[src/rtl/cpu_oci_dct_pkg.sv]
// Shared definitions for the OCI compressed-trace (DCT) path.
package cpu_oci_dct_pkg;

    localparam int unsigned CODE_W = 2;
    localparam int unsigned SLOTS  = 15;
    localparam int unsigned BUF_W  = 30;
    localparam int unsigned CNT_W  = 4;

    typedef enum logic [1:0] {
        IDLE,
        SHIFT,
        ENDED
    } state_t;

endpackage

[src/rtl/cpu_oci_dct_unpack.sv]
// Re-serialises packed DCT words into one trace code per cycle and
// drains/stops on a test-ending request.
module cpu_oci_dct_unpack
    import cpu_oci_dct_pkg::*;
#(
    parameter int unsigned CODE_W  = 2,
    parameter int unsigned SLOTS   = 15,
    parameter int unsigned TOTAL_W = 16
) (
    input  logic                      clk,
    input  logic                      reset_n,
    input  logic [CODE_W*SLOTS-1:0]   dct_buffer,
    input  logic [CNT_W-1:0]          dct_count,
    input  logic                      dct_valid,
    output logic                      dct_ready,
    output logic [CODE_W-1:0]         code,
    output logic                      code_valid,
    input  logic                      code_ready,
    input  logic                      test_ending,
    output logic                      test_has_ended,
    output logic [TOTAL_W-1:0]        code_total
);

    localparam int unsigned W = CODE_W * SLOTS;

    state_t             state, state_nx;
    logic [W-1:0]       shreg, shreg_nx;
    logic [CNT_W-1:0]   remaining, remaining_nx;
    logic               ending_seen;
    logic               code_xfer;

    always_ff @(posedge clk or negedge reset_n) begin
        if (!reset_n) begin
            state       <= IDLE;
            shreg       <= '0;
            remaining   <= '0;
            ending_seen <= 1'b0;
            code_total  <= '0;
        end else begin
            state       <= state_nx;
            shreg       <= shreg_nx;
            remaining   <= remaining_nx;
            ending_seen <= ending_seen | test_ending;
            if (code_xfer)
                code_total <= code_total + TOTAL_W'(1);
        end
    end

    // A count-0 word is handshaken but never loaded, so the state path
    // (IDLE stays IDLE, last-code SHIFT falls to IDLE) is unaffected by it.
    always_comb begin
        state_nx     = state;
        shreg_nx     = shreg;
        remaining_nx = remaining;
        dct_ready    = 1'b0;
        case (state)
            IDLE: begin
                dct_ready = 1'b1;
                if (dct_valid) begin
                    if (dct_count != '0) begin
                        shreg_nx     = dct_buffer;
                        remaining_nx = dct_count;
                        state_nx     = SHIFT;
                    end
                end else if (ending_seen | test_ending) begin
                    state_nx = ENDED;
                end
            end
            SHIFT: begin
                if (code_ready) begin
                    if (remaining == CNT_W'(1)) begin
                        dct_ready = 1'b1;
                        if (dct_valid && dct_count != '0) begin
                            shreg_nx     = dct_buffer;
                            remaining_nx = dct_count;
                        end else begin
                            shreg_nx     = shreg >> CODE_W;
                            remaining_nx = '0;
                            state_nx     = IDLE;
                        end
                    end else begin
                        shreg_nx     = shreg >> CODE_W;
                        remaining_nx = remaining - CNT_W'(1);
                    end
                end
            end
            default: ;
        endcase
    end

    assign code_valid     = (state == SHIFT);
    assign code           = shreg[CODE_W-1:0];
    assign test_has_ended = (state == ENDED);
    assign code_xfer      = code_valid & code_ready;

endmodule

[config.mk]
export PLATFORM = sky130hd
export DESIGN_NAME = cpu_oci_dct_unpack
export DESIGN_NICKNAME = d
export VERILOG_FILES = /design/src/rtl/cpu_oci_dct_pkg.sv /design/src/rtl/cpu_oci_dct_unpack.sv
export SDC_FILE = /design/constraint.sdc
export NUM_CORES = 1
export LEC_CHECK = 0
export CAP_MARGIN = 20
export CORE_UTILIZATION = 49
export DETAILED_ROUTE_END_ITERATION = 16
export PLACE_DENSITY = 0.79
export SETUP_SLACK_MARGIN = 0.4
export SKIP_LAST_GASP = 1
export SYNTH_ARGS = -nofsm -noshare
export SYNTH_HDL_FRONTEND = slang
export SYNTH_SLANG_ARGS = --single-unit
[constraint.sdc]
create_clock -name clk -period 2.2 [get_ports clk]
set_input_delay 0.66 -clock clk [delete_from_list [all_inputs] [get_ports clk]]
set_output_delay 0.66 -clock clk [all_outputs]
set_load 0.01 [all_outputs]
==> summary.txt <==
initial antenna violation count -> 0
Post-Place Setup Slack -> -0.344 ns
synth-to-layout area growth -> 59.6%
DRT iter0 DRCs -> 146
asr flop ratio synth -> 1.00
Post-Syn Instances -> 269
routability cong. -> 0.813
Bufs and invs on worst path -> 1
data required time of the worst path -> 1.54 ns
Ys Warns -> 0
placed cell count -> 403
Horiz. Die Dim -> 73.8 µm
Most used DFF post-synth -> dfrtp_1
HPWL after DPL -> 3700 µm
Period minus WS final -> 2.14 ns
CTS Sinks -> 53
top cells by area, synth -> dfrtp_1 53%, a21oi_1 12%, nand2_1 5.9%, nor2_1 5.4%, xnor2_1 3.5%
cts hold-fix bufs -> 0
Final ANT Viol Nets -> 0
die footprint -> 0.00544 mm²
IO Count -> 60
fin crit share -> 0.973
Net Count, Synth -> 311
total clock buffers created by CTS -> 5
global-route wire length before repair -> 10400 µm
worst reg2reg setup slack -> 0.37 ns
Vias/cell -> 5.40
leading cell type by number of instances after synthesis -> a21oi_1
Congestion Overflow GR -> 0
die height -> 73.8 µm
vias -> 2442
maximum clock frequency -> 0.467 GHz
vias in the first global route -> 2306
RSZ-0062 raised after global routing -> yes
clock root cell -> clkbuf_8
Setup TNS Final -> 0 ns
final setup margin -> 0.0597 ns
Seq/Total Area, Yosys -> 0.526
slowest stage delay, CP -> 0.55 ns
Leakage -> 1.87 nW
Slew Limit Fails -> 0
max-cap viol count -> 0
GRT Total Usage -> 0.252
slowest stage cell on the critical path -> clkdlybuf4s50_1
length of the first detailed-routing pass in iterations -> 4
CTS clock-pin slew for the worst setup and hold paths -> 0.10 ns
top cell family by delay on the critical path -> buffers and inverters
worst-case clock buffer depth -> 2
layout cells sized above 1 -> 0.364
crit start category -> register
Post-synth EDFFs -> 0
Std-Cell Rows -> 25
CP Max Fanout -> 8
Initial Utilization -> 0.521
Synth area leader -> dfrtp_1
WL final -> 7010 µm
Core ar. -> 0.00485 mm²
Worst-Skew Late Latency -> 0.30 ns
Hold Path Class -> in2async
Avg Synthesized Cell Area -> 9.38 µm²
H-Tree Depth -> 2
Worst setup EP type -> output port
final core utilization -> 0.831
PD cells -> 1070 mW/mm²
CP Data Arrival Time -> 1.48 ns
Placed Area -> 0.00334 mm²
drt drc -> 0
Yosys reg bits -> 53
CTS tree -> built
Max-Slew Margin vs Limit -> 0.774
clock skew -> 0.0124 ns
drt wl/cell -> 15.5 µm
critical path class -> reg2out
Worst VDD drop -> 0.695 mV
final hold vios -> 0
Pwr Total -> 4.31 mW
NumNets Final -> 426
largest net degree at the start of global routing -> 54
Design Area, Final -> 0.00403 mm²
Buffers on Ports -> 59
ANT cells -> 0
Final setup viols -> 0
final hold slack -> 0.332 ns
Synth top area share -> 0.526
Worst-Margin Slew -> 0.336 ns
commonest cells in the netlist -> 60 x a21oi_1, 53 x dfrtp_1, 40 x nand2_1
status -> complete, no violations
Cell Chain, Critical Path -> nor2b_1 > clkdlybuf4s50_1
Post-Syn Area -> 0.00252 mm²
Fillers -> 271
post-route insts no fill -> 452
Netlist cell types -> 34
-- per-layer routing --
layer,global-route usage,share of wire,vias to the layer above
met4,0.0726,0.016,0
met2,0.437,0.53,80
li1,-,-,1151
met5,0,0,-
met1,0.315,0.41,1199
met3,0.0549,0.045,12
-- state kept, by name (all words and copies together) (netlist names) --
name,count
shreg,30
code_total,16
remaining,4
state,2
ending_seen,1
-- logic make-up (layout without fill, tap and decap cells) --
logic type,Yosys count,count (layout),synth area share
AOI/OAI and AO/OA,76,76,0.175
xor gates and xnor gates,15,15,0.0521
adders and majority gates,3,3,0.0149
buffers and inverters,20,136,0.0501
DFF,53,53,0.526
and+or+nand+nor,102,102,0.182
-- timing repair --
action | in CTS | in global routing
buffers inserted | 30 | 8
setup endpoints to repair | 63 | 45
pin swaps | 62 | 11
resized for setup | 95 | 32
gates cloned | 3 | 0
-- final cells by class --
cell class                      instances  area [µm²]  share of cell area
Sequential cell                        53        1330               0.330
Multi-Input combinational cell        196        1310               0.324
Timing Repair Buffer                  125        1220               0.302
Tap cell                               67        83.8              0.0208
Clock buffer                            7        76.3              0.0189
Inverter                                3        11.3             0.00280
Clock inverter                          1        7.51             0.00186
-- layout by cell type, fill, tap and decap left out, types with 3 or more instances in the layout --
master	n
a21oi_1	22
a21oi_2	36
buf_12	5
buf_2	4
buf_4	42
buf_6	14
buf_8	6
clkbuf_8	5
clkdlybuf4s50_1	32
dfrtp_1	51
dlygate4sd2_1	20
nand2_1	40
nand3_1	5
nor2_1	33
nor3_1	4
o21ai_2	3
xnor2_1	10
xor2_1	5
-- path summary, 6_finish.rpt --
check	from	to	cells past startpoint
setup / recovery	state[0]	test_has_ended	2
hold / removal	reset_n	code_total[3]	2
setup reg to reg	remaining[1]	shreg[24]	9
hold reg to reg	ending_seen	ending_seen	1
max in group asynchronous	reset_n	state[1]	2
min in group clk	ending_seen	ending_seen	1
-- where the power goes --
group / switching, mW / leakage (nW) / internal (mW)
Sequential: 0.318 / 0.626 / 1.33
Combinational: 1.03 / 1.20 / 1.08
Clock: 0.319 / 0.0385 / 0.226
Note: power is estimated with default switching activity, not from simulation.
